`config.mk`:
```
export PLATFORM = sky130hd
export DESIGN_NAME = frog_game_ctrl
export DESIGN_NICKNAME = d
export VERILOG_FILES = /design/src/rtl/frog_game_pkg.sv /design/src/rtl/frog_game_ctrl_btn_move_latch.sv /design/src/rtl/frog_game_ctrl.sv
export SDC_FILE = /design/constraint.sdc
export NUM_CORES = 1
export LEC_CHECK = 0
export CORE_MARGIN = 5
export CORE_UTILIZATION = 50
export CTS_CLUSTER_DIAMETER = 30
export DETAILED_ROUTE_END_ITERATION = 10
export GPL_ROUTABILITY_DRIVEN = 1
export GPL_TIMING_DRIVEN = 0
export HOLD_SLACK_MARGIN = 0.15
export PLACE_DENSITY = 0.76
export RECOVER_POWER = 100
export SLEW_MARGIN = 30
export SYNTH_ARGS = -nofsm -noshare
export SYNTH_HDL_FRONTEND = slang
export SYNTH_SLANG_ARGS = --single-unit
export TNS_END_PERCENT = 30
```
`constraint.sdc`:
```
create_clock -name clk -period 2.9 [get_ports clk]
set_input_delay 0.435 -clock clk [delete_from_list [all_inputs] [get_ports clk]]
set_output_delay 0.435 -clock clk [all_outputs]
set_load 0.02 [all_outputs]
```
`src/rtl/frog_game_pkg.sv`:
```
// Shared definitions for the frog game: turn-state encodings used by the LED
// decoder and the geometry/score constants used by the renderer.
package frog_game_pkg;

    typedef enum logic [1:0] {
        QI      = 2'b00,
        QGAME_1 = 2'b01,
        QGAME_2 = 2'b10,
        QDONE   = 2'b11
    } game_state_t;

    localparam int LANES         = 6;
    localparam int LANE_PITCH    = 60;
    localparam int HOME_Y        = 420;
    localparam int PLAYER_HALF_W = 30;
    localparam int BLOCK_W       = 20;
    localparam int WIN_SCORE     = 10;

endpackage

```
`src/rtl/frog_game_ctrl_btn_move_latch.sv`:
```
// One button's move request: two-flop synchroniser, rising-edge detect and a
// pending-move flag that is held until the next clear (game tick or idle).
module btn_move_latch (
    input  logic clk,
    input  logic reset,
    input  logic btn,
    input  logic clear,
    output logic pending
);

    logic sync1_reg;
    logic sync2_reg;
    logic prev_reg;
    logic pending_reg;
    logic rise;

    assign rise    = sync2_reg & ~prev_reg;
    assign pending = pending_reg;

    // Bring the button level into the clock domain and keep one delayed copy for edge detection.
    always_ff @(posedge clk or posedge reset) begin
        if (reset) begin
            sync1_reg <= 1'b0;
            sync2_reg <= 1'b0;
            prev_reg  <= 1'b0;
        end else begin
            sync1_reg <= btn;
            sync2_reg <= sync1_reg;
            prev_reg  <= sync2_reg;
        end
    end

    // Remember a press until the move logic consumes it on a tick.
    always_ff @(posedge clk or posedge reset) begin
        if (reset) begin
            pending_reg <= 1'b0;
        end else if (clear) begin
            pending_reg <= 1'b0;
        end else if (rise) begin
            pending_reg <= 1'b1;
        end
    end

endmodule

```
`src/rtl/frog_game_ctrl.sv`:
```
// Frog game controller: player row, lane collision checks, turn FSM and scores.
// Build option: define GAME_TWO_PLAYER_EN for two-player turn alternation and a
// live p2_score; otherwise a single player stays in QGAME_1 and p2_score is 0.
module frog_game_ctrl #(
    parameter int LANES         = frog_game_pkg::LANES,
    parameter int LANE_PITCH    = frog_game_pkg::LANE_PITCH,
    parameter int HOME_Y        = frog_game_pkg::HOME_Y,
    parameter int PLAYER_HALF_W = frog_game_pkg::PLAYER_HALF_W,
    parameter int BLOCK_W       = frog_game_pkg::BLOCK_W,
    parameter int WIN_SCORE     = frog_game_pkg::WIN_SCORE
) (
    input  logic                  clk,
    input  logic                  reset,
    input  logic                  start,
    input  logic                  tick,
    input  logic                  btn_up,
    input  logic                  btn_down,
    input  logic [9:0]            player_x,
    input  logic [LANES*10-1:0]   block_x,
    output logic [9:0]            player_y,
    output logic [1:0]            state,
    output logic [3:0]            p1_score,
    output logic [3:0]            p2_score,
    output logic                  hit
);
    import frog_game_pkg::*;

    localparam logic [9:0] PITCH_Y = 10'(LANE_PITCH);
    localparam logic [9:0] HOME_V  = 10'(HOME_Y);
    localparam logic [3:0] WIN_V   = 4'(WIN_SCORE);

    game_state_t state_reg, state_next;
    logic [9:0]  player_y_reg, player_y_next;
    logic [3:0]  p1_score_reg, p1_score_next;
    logic [3:0]  p2_score_reg, p2_score_next;
    logic        hit_reg, hit_next;
    logic        eval_reg, eval_next;

    logic        up_pending, down_pending, move_clear;
    logic [9:0]  moved_y;
    logic [10:0] down_sum;
    logic [3:0]  score_inc;
    logic [11:0] px_wide;
    logic [LANES-1:0] lane_hit;

    // Pending flags are consumed by every tick and kept empty while idle.
    assign move_clear = tick | (state_reg == QI);

    btn_move_latch u_up (
        .clk     (clk),
        .reset   (reset),
        .btn     (btn_up),
        .clear   (move_clear),
        .pending (up_pending)
    );

    btn_move_latch u_down (
        .clk     (clk),
        .reset   (reset),
        .btn     (btn_down),
        .clear   (move_clear),
        .pending (down_pending)
    );

    // Widened to 12 bits so block_x + widths and player_x + half width never wrap.
    assign px_wide = {2'b00, player_x};

    genvar gi;
    generate
        for (gi = 0; gi < LANES; gi++) begin : g_lane
            logic [11:0] bx_wide;
            assign bx_wide      = {2'b00, block_x[10*gi +: 10]};
            assign lane_hit[gi] = (player_y_reg == 10'((gi + 1) * LANE_PITCH))
                                && (bx_wide + 12'(BLOCK_W + PLAYER_HALF_W) > px_wide)
                                && (bx_wide < px_wide + 12'(PLAYER_HALF_W));
        end
    endgenerate

    assign down_sum  = {1'b0, player_y_reg} + {1'b0, PITCH_Y};
    assign score_inc = ((state_reg == QGAME_2) ? p2_score_reg : p1_score_reg) + 4'd1;

    // One-lane move; opposing requests cancel, row clamps at 0 and HOME_Y.
    always_comb begin
        moved_y = player_y_reg;
        if (up_pending && !down_pending) begin
            moved_y = (player_y_reg >= PITCH_Y) ? (player_y_reg - PITCH_Y) : 10'd0;
        end else if (down_pending && !up_pending) begin
            moved_y = (down_sum > {1'b0, HOME_V}) ? HOME_V : down_sum[9:0];
        end
    end

    // Turn FSM next state plus player row, scores and hit pulse.
    always_comb begin
        state_next    = state_reg;
        player_y_next = player_y_reg;
        p1_score_next = p1_score_reg;
        p2_score_next = p2_score_reg;
        hit_next      = 1'b0;
        eval_next     = 1'b0;
        case (state_reg)
            QI: begin
                if (start) begin
                    state_next    = QGAME_1;
                    player_y_next = HOME_V;
                    p1_score_next = 4'd0;
                    p2_score_next = 4'd0;
                end
            end
            QGAME_1, QGAME_2: begin
                if (tick) begin
                    eval_next     = 1'b1;
                    player_y_next = moved_y;
                end
                // Evaluation of the row latched by the previous tick; a reset to home wins over a new move.
                if (eval_reg) begin
                    if (player_y_reg == 10'd0) begin
                        player_y_next = HOME_V;
                        if (state_reg == QGAME_2) begin
                            p2_score_next = score_inc;
                        end else begin
                            p1_score_next = score_inc;
                        end
                        if (score_inc == WIN_V) begin
                            state_next = QDONE;
                        end
                    end else if (|lane_hit) begin
                        hit_next      = 1'b1;
                        player_y_next = HOME_V;
`ifdef GAME_TWO_PLAYER_EN
                        state_next    = (state_reg == QGAME_1) ? QGAME_2 : QGAME_1;
`endif
                    end
                end
            end
            default: begin
                // QDONE: everything holds until reset.
            end
        endcase
    end

    // Turn state register.
    always_ff @(posedge clk or posedge reset) begin
        if (reset) begin
            state_reg <= QI;
        end else begin
            state_reg <= state_next;
        end
    end

    // Player row, scores, evaluation strobe and hit pulse registers.
    always_ff @(posedge clk or posedge reset) begin
        if (reset) begin
            player_y_reg <= HOME_V;
            p1_score_reg <= 4'd0;
            p2_score_reg <= 4'd0;
            hit_reg      <= 1'b0;
            eval_reg     <= 1'b0;
        end else begin
            player_y_reg <= player_y_next;
            p1_score_reg <= p1_score_next;
            p2_score_reg <= p2_score_next;
            hit_reg      <= hit_next;
            eval_reg     <= eval_next;
        end
    end

    assign player_y = player_y_reg;
    assign state    = state_reg;
    assign p1_score = p1_score_reg;
    assign hit      = hit_reg;
`ifdef GAME_TWO_PLAYER_EN
    assign p2_score = p2_score_reg;
`else
    assign p2_score = 4'd0;
`endif

endmodule

```
Word level (Yosys, flattened, before mapping):

Index checks and enable logic that the tools add are counted.

* bits in latches: 0
* memory bits (read-only): 0
* flip-flop bits (word level): 30
* word-level logic and storage cells: 120
* output and inout bits: 21
* bits of input ports: 76
* RAM bits: 0
* memories kept: 0

* reduce and logical (&&, ||, !) cells: 27
* bitwise gates (word level): 5
* equality and inequality tests: 15
* $add $sub $neg: 10
* shift-type cells: 0
* order comparisons: 14
* divide/modulo/power cells: 0
* multipliers: 0
* multiplexer cells: 35

Operators with widths (count)
* 10-bit two-way mux: 9
* 10-bit by 6-bit adder with 11-bit output (second input constant): 7
* 11-bit by 10-bit > comparator with 1-bit output: 6
* 10-bit by 12-bit < comparator with 1-bit output: 5
* 4-bit two-way mux: 8
* 10-bit by 8-bit == test with 1-bit output (second input constant): 2
* 10-bit by 9-bit == test with 1-bit output (second input constant): 2
* 10-bit case mux with 2 select lines: 1
* 4-bit case mux with 2 select lines: 2
* 5-bit AND reduction: 3
* 1-bit logical AND: 14
* 2-bit != test (second input constant): 6
* 10-bit by 5-bit adder with 11-bit output (second input constant): 1
* 11-bit by 9-bit > comparator with 1-bit output (second input constant): 1
* 10-bit by 11-bit < comparator with 1-bit output: 1
* 10-bit by 6-bit == test with 1-bit output (second input constant): 1
* 10-bit by 7-bit == test with 1-bit output (second input constant): 1
* 10-bit by 6-bit >= comparator with 1-bit output (second input constant): 1
* 10-bit logical NOT: 1
* 1-bit two-way mux: 10
* 10-bit by 6-bit subtractor with 10-bit output (second input constant): 1
* 2-bit two-way mux: 4
* 2-bit nonzero test: 3
* 6-bit OR reduction: 1
* 12 further kinds: 15

Longest topological paths before layout:

* depth after elaboration: 10
* mapped depth: 14
* depth with buffers taken out: 14

By module:

Synthesis repeated with hierarchy kept, for this count alone.

* cells, all modules: 677
* area total of the unflattened synthesis: 5719.2 µm²

Modules (own cells, without submodules)
* frog_game_ctrl: times used 1, area an instance 5474.0 µm², cells an instance 661, sequential area each 555.5 µm²
* btn_move_latch: times used 2, area an instance 122.6 µm², cells an instance 8, sequential area each 100.1 µm²

Worst setup path before layout:

Ideal clock, no wire load.

* kind: input port to flip-flop
* from: input block_x[23]
* to: register player_y_reg[5], in the netlist player_y[5]
* setup time: 0.088 ns
* arrival time: 3.427 ns
* setup slack: -0.615 ns
* buffers on the path: 0
* required time: 2.812 ns
* stages on the path: 13
* cell sequence: nand3_1 > nor3b_1 > nor2_1 > xor2_1 > ha_1 > a21o_1 > a21oi_2 > or4b_4 > a21oi_2 > nor3_1 > or4b_4 > o21ba_4 > or3_1

* word-level cells in the longest chain between the ends: 9
* elaborated cells between the ends (all ways): 10
* those cells by class: add/sub: 1; order compare: 2; mux: 4; reduce/logical: 3

RTL lines
* start, declared: RTL line frog_game_ctrl.sv:19 `input logic [LANES*10-1:0] block_x,`
* 10-bit by 6-bit adder with 11-bit output: RTL line frog_game_ctrl.sv:74 `&& (bx_wide + 12'(BLOCK_W + PLAYER_HALF_W) > px_wide)`
* 11-bit by 10-bit > comparator with 1-bit output: RTL line frog_game_ctrl.sv:74
* 1-bit logical AND: RTL line frog_game_ctrl.sv:74
* 1-bit logical AND *: RTL line frog_game_ctrl.sv:75 `&& (bx_wide < px_wide + 12'(PLAYER_HALF_W));`
* 6-bit OR reduction *: RTL line frog_game_ctrl.sv:126 `end else if (|lane_hit) begin`
* 10-bit two-way mux *: RTL line frog_game_ctrl.sv:126
* 10-bit two-way mux *: RTL line frog_game_ctrl.sv:116 `if (player_y_reg == 10'd0) begin`
* 10-bit two-way mux *: RTL line frog_game_ctrl.sv:115 `if (eval_reg) begin`
* 10-bit case mux with 2 select lines *: RTL line frog_game_ctrl.sv:100 `case (state_reg)`
* end signal, assigned: RTL line frog_game_ctrl.sv:159 `player_y_reg <= player_y_next;`
* end, declared: RTL line frog_game_ctrl.sv:33 `logic [9:0] player_y_reg, player_y_next;`

Every way passes the cells marked *; elsewhere a longest branch is shown, timed or not.
A chain may end at the register's enable or synchronous reset.

Final worst setup path:

* from: input player_x[2]
* to: register player_y_reg[5], in the netlist player_y[5]

* word-level cells in the longest chain between the ends: 8
* elaborated cells between the ends (all ways): 30
* those cells by class: add/sub: 1; order compare: 12; mux: 4; reduce/logical: 13

RTL lines
* start, declared: RTL line frog_game_ctrl.sv:18 `input logic [9:0] player_x,`
* 10-bit by 5-bit adder with 11-bit output / 11-bit by 10-bit > comparator with 1-bit output (equally long branches): RTL line frog_game_ctrl.sv:75, frog_game_ctrl.sv:74
* 10-bit by 12-bit < comparator with 1-bit output, or another cell as far along: RTL line frog_game_ctrl.sv:75
* 1-bit logical AND: RTL line frog_game_ctrl.sv:75
* 6-bit OR reduction *: RTL line frog_game_ctrl.sv:126
* 10-bit two-way mux *: RTL line frog_game_ctrl.sv:126
* 10-bit two-way mux *: RTL line frog_game_ctrl.sv:116
* 10-bit two-way mux *: RTL line frog_game_ctrl.sv:115
* 10-bit case mux with 2 select lines *: RTL line frog_game_ctrl.sv:100

Marks and branches as above.

==> summary.md <==
| Metric | Value |
|---|---|
| Kind of critical path | input port to flop |
| Routed WL per cell | between 15 and 20 µm |
| Clk_lat worst skew | 0.28 ns |
| Commonest non-fill, non-tap cell in the layout | ha_1 |
| Crit start category | input port |
| Flops & latches, synth | 30 |
| Final setup vio count | 11 |
| H-tree levels | 2 |
| Hold WC Path Type | flop to flop |
| Initial Utilization | between 50% and 60% |
| Fin cells | between 900 and 1,000 |
| Placed Cells incl. Taps | between 900 and 1,000 |
| CTS Sinks | 30 |
| Placement Cell Area | approximately 6800 µm² |
| Worst path required time | 3.10 ns |
| Rows | 38 |
| Drt pass-1 iters | 5 |
| Critical-path top delay cell | or4b_4 |
| Vias in the first global route | 6,126 |
| Final hold vios | 0 |
| CTS tree | built |
| DP Wirelength | ~14,000 µm |
| Slew headroom | 22.24% |
| Most frequent CP cell | buf_4 |
| Die area | 13,390 µm² |
| # DRC | 0 |
| I/O Pins | 97 |
| GR Overflow Total | 0 |
| Core area | 10,890 µm² |
| Post-DR vias/cell | 6.245 |
| Initial antenna violation count | 0 |
| Crit path cell chain | buf_4 > clkinvlp_4 > ha_4 > buf_4 > xnor2_2 > ha_1 > o21ai_0 > a21oi_1 > o31ai_2 > a221oi_2 > nor3_2 > or4b_4 > o21ba_4 > or3_1 |
| Root Buffer | clkbuf_8 |
| GPL Wtd Cong | between 0.9 and 1 |
| Seq/Total Area, Yosys | 13.52% |
| Layout cell share with drive strength beyond 1 | 23.20% |
| Asr flop ratio synth | 100.0% |
| Max clock buf depth | 2 |
| Pwr dens | 379.8 nW/µm² |
| Skew final | 0.004856 ns |
| GRT Overall Usage | 28.17% |
| Inserted Clock Buffers | 5 |
| Peak supply drop | 0.3340 mV |
| 1st-iter DRT viols | 433 |
| Fin. max-slew vios | 0 |
| I/O Buffers | 92 |
| Fillers | approximately 830 |
| Area Overhead vs Synth | 38.62% |
| Family with the most delay on the worst path | compound AO/OA/AOI/OAI gates |
| Post-synth cell types | 72 |
| Max incr delay on CP | 0.53 ns |
| Max FFs per register | 10 |
| Post-synth EDFFs | 0 |
| Clock period minus worst slack | 3.376 ns |
| Routed Antenna Nets | 0 |
| CP arrival | ~3.6 ns |
| Vias post-DR | between 6,000 and 7,000 |
| Nets | 1,057 |
| Least-Margin Pin Slew | 1.165 ns |
| WP buf/inv | 3 |
| Main synth FF type | dfrtp_1 |
| Setup_tns | -4.099 ns |
| Clock slew at reported path FFs | about 0.06 ns |
| Global-route wire length before repair | 30,080 µm |
| Setup WS post-layout | -0.4758 ns |
| Final Cycle Share | 116.4% |
| Synth Instances | 689 |
| Antenna diodes | 0 |
| Syn Std Cell Area | 5589 µm² |
| Worst Setup End Kind | flop |
| Failing checks | setup timing |
| Most frequent cells in the layout | 123 x ha_1, 59 x buf_4, 50 x nand2_1 |
| Synth warn | 0 |
| Post-route cell area | ~7700 µm² |
| Crit Path Max Fanout | 6 |
| Max cap viols | 0 |
| RSZ-0062 raised after global routing | true |
| Status | finished, violations left |
| Fmax | between 200 and 300 MHz |
| Die Span Y | 115.7 µm |
| WL final | about 20,000 µm |
| Die X | 115.7 µm |
| Avg Cell Area, Syn | 8.112 µm² |
| Pin count of the biggest net entering global routing | 31 |
| Hold-fix buffers, CTS | 0 |
| Leakage | 3.487 nW |
## logic make-up after synthesis
group | count (synthesis) | synth area share [%]
buffers and inverters | 58 | 4.209
multiplexers | 12 | 2.306
flip-flops | 30 | 13.52
AO/OA/AOI/OAI | 163 | 19.52
adder cells (fa/ha/maj) | 132 | 29.55
XOR/XNOR | 51 | 7.992
AND/OR/NAND/NOR | 242 | 22.83
other | 1 | 0.06709
## timing repair
action / 4_1_cts / 5_1_grt
pin swaps: 47 / 26
setup buffers: 47 / 11
gates resized for setup: 184 / 36
endpoints found under the setup margin: 11 / 11
## routing by layer
metal | vias to the layer above | wire length (µm) | GRT usage (%)
met3 | 57 | 1609 | 5.065
met5 | - | 0 | 0
met2 | 323 | 9121 | 46.95
met4 | 0 | 601 | 9.667
li1 | 2891 | - | -
met1 | 2905 | 8217 | 36.84
## cells in the mapped netlist, drive strengths merged, types with 10 or more instances
cell type	count	area share [%]
nand2	50	3.4
and3	10	1.1
a211oi	12	1.7
xnor2	32	5.0
ha	132	30
nor2	49	3.3
nand4	28	3.1
inv	40	2.7
o21ai	34	3.0
xor2	19	3.0
dfrtp	26	12
a21oi	49	4.5
nor3	23	2.1
nand3	21	1.9
clkbuf	11	0.74
nand2b	17	1.9
## power by group
part / switching (mW) / leakage, nW / internal (mW)
clock: 0.160 / 0.0573 / 0.275
sequential: 0.101 / 0.374 / 0.498
combinational: 1.09 / 3.06 / 0.815
total: 1.36 / 3.49 / 1.59
## worst paths after layout
path                                          startpoint                          to  slack [ns]  cells after the start
worst max-delay path                         player_x[2]     player_y[5]$_DFFE_PP1P_       -0.48                     14
worst min-delay path            u_up.sync1_reg$_DFF_PP0_    u_up.sync2_reg$_DFF_PP0_        0.35                      0
worst max register to register   player_y[2]$_DFFE_PP1P_     player_y[5]$_DFFE_PP1P_       -0.27                     11
worst min register to register  u_up.sync1_reg$_DFF_PP0_    u_up.sync2_reg$_DFF_PP0_        0.35                      0
max in group asynchronous                          reset     p1_score[3]$_DFFE_PP0P_        1.31                      2
min in group asynchronous                          reset  u_down.sync1_reg$_DFF_PP0_        0.90                      2
## metrics by stage
stage	hold WS, ns	setup slack (ns)	util [%]	power, mW
2_1_floorplan	0.3312	-0.4138	-	1.699
3_3_place_gp	0.3312	-2.172	62.17	2.224
3_5_place_dp	0.3393	-2.220	62.17	2.290
4_1_cts	0.3538	-0.4265	70.12	2.868
5_1_grt	0.3606	-0.5409	71.16	3.144
6_report	0.3508	-0.4758	71.16	2.943
## cell type report
type,count,area (µm²),area share [%]
Buffer,18,85.08,1.098
Clock buffer,6,82.58,1.066
Clock inverter,1,30.03,0.3876
Inverter,40,176.4,2.277
Multi-Input combinational cell,604,5117,66.05
Sequential cell,30,755.7,9.755
Tap cell,140,175.2,2.261
Timing Repair Buffer,150,1325,17.10
Note: power is estimated with default switching activity, not from simulation.
